### src/rtl/arbitro_rr4.sv
// Four-way round-robin arbiter with per-grant hold limit; select/grant/valid are registered, one-edge req-to-grant latency.
// A release with requests pending hands over on the same edge, so valid never drops between back-to-back grants.
module arbitro_rr4 #(
  parameter int HOLD_MAX = 8
) (
  input  logic       clk,
  input  logic       reset,
  input  logic [3:0] req,
  input  logic       done,
  output logic [1:0] selector,
  output logic [3:0] grant,
  output logic       valid
);

  localparam logic [3:0] CNT_MAX = 4'(HOLD_MAX - 1);

  typedef enum logic {
    IDLE  = 1'b0,
    GRANT = 1'b1
  } state_t;

  state_t     state;
  state_t     state_nxt;
  logic [1:0] last;
  logic [1:0] last_nxt;
  logic [1:0] selector_nxt;
  logic [1:0] winner;
  logic [3:0] cnt;
  logic [3:0] cnt_nxt;
  logic [3:0] grant_nxt;
  logic       rel;

  function automatic logic [1:0] rr_pick(input logic [3:0] r, input logic [1:0] from);
    logic [1:0] idx;
    rr_pick = from;
    // Scan from the far end so the nearest requester after 'from' wins.
    for (int k = 4; k >= 1; k--) begin
      idx = from + 2'(k);
      if (r[idx]) rr_pick = idx;
    end
  endfunction

  assign winner = rr_pick(req, last);
  assign rel    = done | ~req[selector] | (cnt == CNT_MAX);
  assign valid  = (state == GRANT);

  always_comb begin
    state_nxt    = state;
    selector_nxt = selector;
    last_nxt     = last;
    cnt_nxt      = cnt;
    grant_nxt    = grant;
    case (state)
      IDLE: begin
        if (|req) begin
          state_nxt    = GRANT;
          selector_nxt = winner;
          last_nxt     = winner;
          cnt_nxt      = 4'd0;
          grant_nxt    = 4'b0001 << winner;
        end
      end
      GRANT: begin
        if (rel) begin
          if (|req) begin
            selector_nxt = winner;
            last_nxt     = winner;
            cnt_nxt      = 4'd0;
            grant_nxt    = 4'b0001 << winner;
          end else begin
            state_nxt = IDLE;
            cnt_nxt   = 4'd0;
            grant_nxt = 4'b0000;
          end
        end else if (cnt != CNT_MAX) begin
          cnt_nxt = cnt + 4'd1;
        end
      end
      default: begin
        state_nxt = IDLE;
        grant_nxt = 4'b0000;
      end
    endcase
  end

  // last resets to 3 so the first search after reset begins at index 0.
  always_ff @(posedge clk or posedge reset) begin
    if (reset) begin
      state    <= IDLE;
      selector <= 2'd0;
      last     <= 2'd3;
      cnt      <= 4'd0;
      grant    <= 4'b0000;
    end else begin
      state    <= state_nxt;
      selector <= selector_nxt;
      last     <= last_nxt;
      cnt      <= cnt_nxt;
      grant    <= grant_nxt;
    end
  end

endmodule

### config.mk
export PLATFORM = sky130hd
export DESIGN_NAME = arbitro_rr4
export DESIGN_NICKNAME = d
export VERILOG_FILES = /design/src/rtl/arbitro_rr4.sv
export SDC_FILE = /design/constraint.sdc
export NUM_CORES = 1
export LEC_CHECK = 0
export ABC_AREA = 1
export CORE_UTILIZATION = 44
export DETAILED_ROUTE_END_ITERATION = 12
export PLACE_DENSITY = 0.71
export SLEW_MARGIN = 20
export SYNTH_ARGS = -nofsm -noshare
export SYNTH_HDL_FRONTEND = slang
export SYNTH_SLANG_ARGS = --single-unit
export TNS_END_PERCENT = 100
### constraint.sdc
create_clock -name clk -period 1.4 [get_ports clk]
set_input_delay 0.21 -clock clk [delete_from_list [all_inputs] [get_ports clk]]
set_output_delay 0.21 -clock clk [all_outputs]
set_load 0.03 [all_outputs]
# Yosys cells after proc, flatten, opt, wreduce, memory -nomap -nowiden
# Index checks and enable logic that the tools add are counted.
# totals
register_bits,13
latchBits,0
ram_bits,0
romBits,0
input_bits,7
output_inout_bits,7
word_cells,54
mem_count,0
# classes
n_addsub,4
n_mul,0
div_mod_pow,0
n_lt_le_gt_ge,4
eq_ne,5
shift,1
muxes,28
bitwise,4
n_reduce_logical,3
# ops
operator,n
two-way mux 4 bit,6
case mux 4 bit (2 select lines),2
two-way mux 2 bit,7
"< comparator 2 x 3 -> 1 bit, second input constant",4
binary-select mux 1 bit (select 2 bit),4
case mux 2 bit (2 select lines),2
two-way mux 1 bit,6
"adder 2 bit, second input constant",2
"adder 4 x 1 -> 4 bit, second input constant",1
"equality test 4 x 3 -> 1 bit, second input constant",1
"!= test 4 x 3 -> 1 bit, second input constant",1
AND reduction 2 bit,2
OR reduction 4 bit,1
"<< shifter 1 x 2 -> 4 bit, first input constant",1
"!= test 3 x 1 -> 1 bit, second input constant",1
"adder 2 x 1 -> 2 bit, second input constant",1
"!= test 2 x 1 -> 1 bit, second input constant",1
"!= test 2 bit, second input constant",1
inverter 1 bit,2
bitwise OR 1 bit,2
case mux 1 bit (2 select lines),1

# Logic depth before layout (Yosys ltp)
# logic_depth
word_depth,10
ltp_mapped,13
ltp_nobuf,12

# Worst setup path before layout
# Ideal clock, no wire load.
# synth_path
path_type,reg-to-reg
from,register last[0]
to,register selector[0]
setup_ps,126
arrival_ps,1249
t_required_ps,1274
slack_ps,24
path_stages_with_launch,13
path_buffers,1
period_less_slack_ps,1376
cell_sequence,dfstp_2 -> buf_6 -> inv_8 -> nand2_2 -> nand2_2 -> nand2_1 -> nand2_1 -> nand2_2 -> nand2_2 -> nand2_2 -> nand2_2 -> nand2_2 -> o21ai_1
# synth_between
elab_chain_cells,9
word_cells_on_any_way,15
cone_classes,3 x add/sub; 12 x mux
# synth_lines
item,line_no,text
from (decl),24,logic [1:0] last;
from (signal assigned),97,last <= last_nxt;
adder 2 bit,38,idx = from + 2'(k);
binary-select mux 1 bit (select 2 bit),39,if (r[idx]) rr_pick = idx;
two-way mux 1 bit (not written as such),39,
two-way mux 2 bit (2 in a row),39,
two-way mux 2 bit *,39,
two-way mux 2 bit *,"55, 65",
two-way mux 2 bit,64,if (rel) begin
case mux 2 bit (2 select lines) *,53,case (state)
to (signal assigned),96,selector <= selector_nxt;
to (decl),10,"output logic [1:0] selector,"
# Every way passes the cells marked *; elsewhere a longest branch is shown, timed or not. The select of a mux whose other input is x is not followed.
# A chain may end at the register's enable or synchronous reset.

# Final worst setup path
# Ends and elaborated chain as after synthesis.

==> results.py <==
metrics = {
    "synthesis": {
        "synth_seq_cells": 13,
        "ys_warn_count": 0,
        "syn-cell-area_um2": 825,
        "synth_cell_type_count": 21,
        "synth_fp_nets": 119,
        "post_syn_instances": 111,
        "yosysSeqAreaShare": 0.398,
        "synth.avg_cell_area_um2": 7.43,
    },
    "setup_path": {
        "end_kind": "flip-flop",
        "critPathSlowestCell": "dfstp_2",
        "crit_path_leading_delay_family": "flip-flops",
        "crit_path_frequent_cell": "nand2_2",
        "timing.setup.critical_path_class": "reg -> reg",
        "endpoint_required_time_on_the_critical_path_ns": 1.56,
        "cp_max_fo": 8,
        "worstPathBufferInverterCount": 1,
        "timing.critical_path.slowest_cell_delay_ns": 0.69,
        "critical_path.startpoint_type": "flip-flop",
        "timing.critical_path.cells": "inv_8 -> nand2_2 -> nand2_2 -> nand2_2 -> nand2_2 -> nand2_2 -> nand2_2 -> nand2_4 -> nand2_4 -> nand2_4 -> o21ai_1",
        "timing.critical_path.arrival_ns": 1.72,
    },
    "route": {
        "via_count_of_the_routed_design": 778,
        "detail_route.first_pass.iterations": 4,
        "wl_um": 1830,
        "post_route_drc_violation_count": 0,
        "drt-initial-drc-count": 13,
        "detail-route-antenna-nets": 0,
        "via_per_inst": 4.89,
        "route.detailed.wl_per_inst_um": 11.5,
    },
    "clocking": {
        "clock_tree_buf_depth": 2,
        "cts.sink_count": 13,
        "cts_inserted_buffers": 3,
        "ctsRootBufferMaster": "clkbuf_4",
        "tritoncts": "yes",
        "clkSlewWorstSetupHoldPaths_ns": 0.08,
        "cts.htree.levels": 1,
        "hold_buffers": 0,
        "insertion_delay_ns": 0.28,
    },
    "power": {
        "power.static_leakage_nw": 0.606,
        "ir_worst_vdd_uv": 1610,
        "power_density_over_cell_area_nw_per_um2": 2400,
    },
    "finish": {
        "flow.area_growth_from_synthesis_pct": 38.2,
        "layout.filler_cells": 144,
        "area.sequential_um2": 328,
        "post_route_cells_drive_above_1_share": 0.418,
        "finalNonFillerCells": 159,
        "antennaDiodeCount": 0,
        "nNetsFinal": 143,
        "multi_input_area_um2": 507,
    },
    "outcome": {
        "outcome": "finished, violations left",
        "violations_in_the_final_reports": "negative setup slack",
    },
    "timing": {
        "setup_repair_after_global_routing_missed_its_margin": "true",
        "max-slew-margin-rel": 0.666,
        "share_of_the_cycle_needed_by_the_critical_path_after_routing": 1.11,
        "max_slew.worst_pin.slew_ns": 0.501,
        "finalHoldViolations": 0,
        "fmaxAchievable_mhz": 641,
        "hold_slack_ns": 0.252,
        "period_needed_ns": 1.56,
        "post-route-worst-setup-slack_ns": -0.160,
        "setup-violations-final": 8,
        "final.setup_skew_ns": 0.00298,
        "report.final.slew_viol_count": 0,
    },
    "global_route": {
        "grt_antenna_before_repair": 0,
        "largest_net_degree_at_the_start_of_global_routing": 14,
        "grt_pass1_wl_um": 2880,
        "grt.total_usage": 0.207,
        "first_global_vias": 700,
        "global_route.overflow_total": 0,
    },
    "floorplan": {
        "initial_core_util": 0.472,
        "core_area_um2": 1750,
        "boundaryPins": 14,
        "dieWidth_um": 45.3,
        "die-area_um2": 2050,
        "fp-row-count": 15,
        "fp.dieH_um": 45.3,
    },
    "hold_path": {
        "worst_min_delay_path_class": "in -> async",
    },
    "run": {
        "max-cap-violations": 0,
    },
    "place": {
        "globalplace.congestion": 0.800,
        "placed_cells": 152,
        "number_of_buffers_added_on_ports": 13,
        "dp_hpwl_um": 1250,
        "detailedPlace.worstSlack_ns": -0.223,
    },
}
==> sequential cells by signal, indices dropped and copies added (netlist names) <==
register / count
valid: 1
cnt: 4
selector: 2
grant: 4
last: 2
==> cell usage after synthesis, drive strengths merged <==
cell type  number  area (um^2)
ha              1         12.5
o21ai           5         25.0
dfrtp          11          275
xor2            2         17.5
inv            17         71.3
a21oi           3         30.0
a22o            1         8.76
nand2          50          225
nand3b          1         7.51
o211ai          1         7.51
nor2            7         26.3
dfstp           2         52.6
nand3           6         35.0
nand4           3         18.8
buf             1         11.3
==> power by group <==
part | internal, mW | switching [mW]
Combinational | 0.690 | 1.11
Clock | 0.111 | 0.120
Sequential | 0.539 | 0.160
Total | 1.34 | 1.39
==> worst paths after layout <==
kind / startpoint / endpoint / slack [ns] / depth (start not counted)
max: last[0] / selector[0] / -0.16 / 11
min: reset / cnt[3] / 0.25 / 2
max reg2reg: last[0] / selector[0] / -0.16 / 11
min reg2reg: grant[2] / grant[2] / 0.48 / 2
max in group asynchronous: reset / last[1] / 0.79 / 2
min in group clk: req[3] / valid / 0.44 / 3
==> what timing repair did <==
item                                    4_1_cts  5_1_grt
pin swaps                                     3        5
hold endpoints to repair                      0        0
endpoints found under the setup margin       15       11
gates resized for setup                      11       24
buffers inserted                              3        0
==> metal layers <==
metal | vias up | track usage | wire, um
met5 | - | 0 | 0
met4 | 0 | 0.0909 | 23
met3 | 4 | 0.0720 | 76
met2 | 17 | 0.336 | 886
met1 | 364 | 0.246 | 844
li1 | 393 | - | -
==> cells by family (layout without fill, tap and decap cells) <==
group	Yosys count	after routing	share of synthesized area
DFF	13	13	0.398
xor gates and xnor gates	2	2	0.0212
AOI/OAI and AO/OA	10	10	0.0865
and+or+nand+nor	67	67	0.379
buffers and inverters	18	41	0.100
adders and majority gates	1	1	0.0152
==> area by class of cell <==
class                   count  area share
clock buffers               4      0.0231
inverters                  17      0.0626
multi-input cells          80       0.445
flip-flops and latches     13       0.288
well taps                  25      0.0274
repair buffers             20       0.155
==> layout by cell type, fill, tap and decap left out, types with 5 or more instances in the layout <==
| cell | netlist | final |
|---|---|---|
| clkdlybuf4s50_1 | 0 | 5 |
| nor2_1 | 7 | 6 |
| nand2_4 | 0 | 7 |
| buf_4 | 0 | 7 |
| inv_2 | 6 | 7 |
| inv_1 | 10 | 9 |
| dfrtp_1 | 11 | 11 |
| nand2_2 | 15 | 22 |
| dlygate4sd2_1 | 0 | 7 |
| nand2_1 | 35 | 21 |
| o21ai_1 | 5 | 5 |
==> stage by stage <==
step                total power, mW  setup TNS, ns  utilization  area [um^2]
global route                   2.96          -1.82        0.653         1140
floorplan                      1.78              0            -          825
detailed placement             2.18          -2.16        0.576         1000
CTS                            2.46         -0.753        0.607         1060
global placement               2.15          -1.80        0.576         1000
finish                         2.73          -1.04        0.653         1140
==> worst reg2reg max path, cell delays in order (launching register included) <==
cell     delay (ns)
dfstp_2        0.69
inv_8          0.08
nand2_2        0.07
nand2_2        0.06
nand2_2        0.08
nand2_2        0.05
nand2_2        0.08
nand2_2        0.07
nand2_4        0.07
nand2_4        0.06
nand2_4        0.06
o21ai_1        0.06
Power figures use the tool's default switching activity.
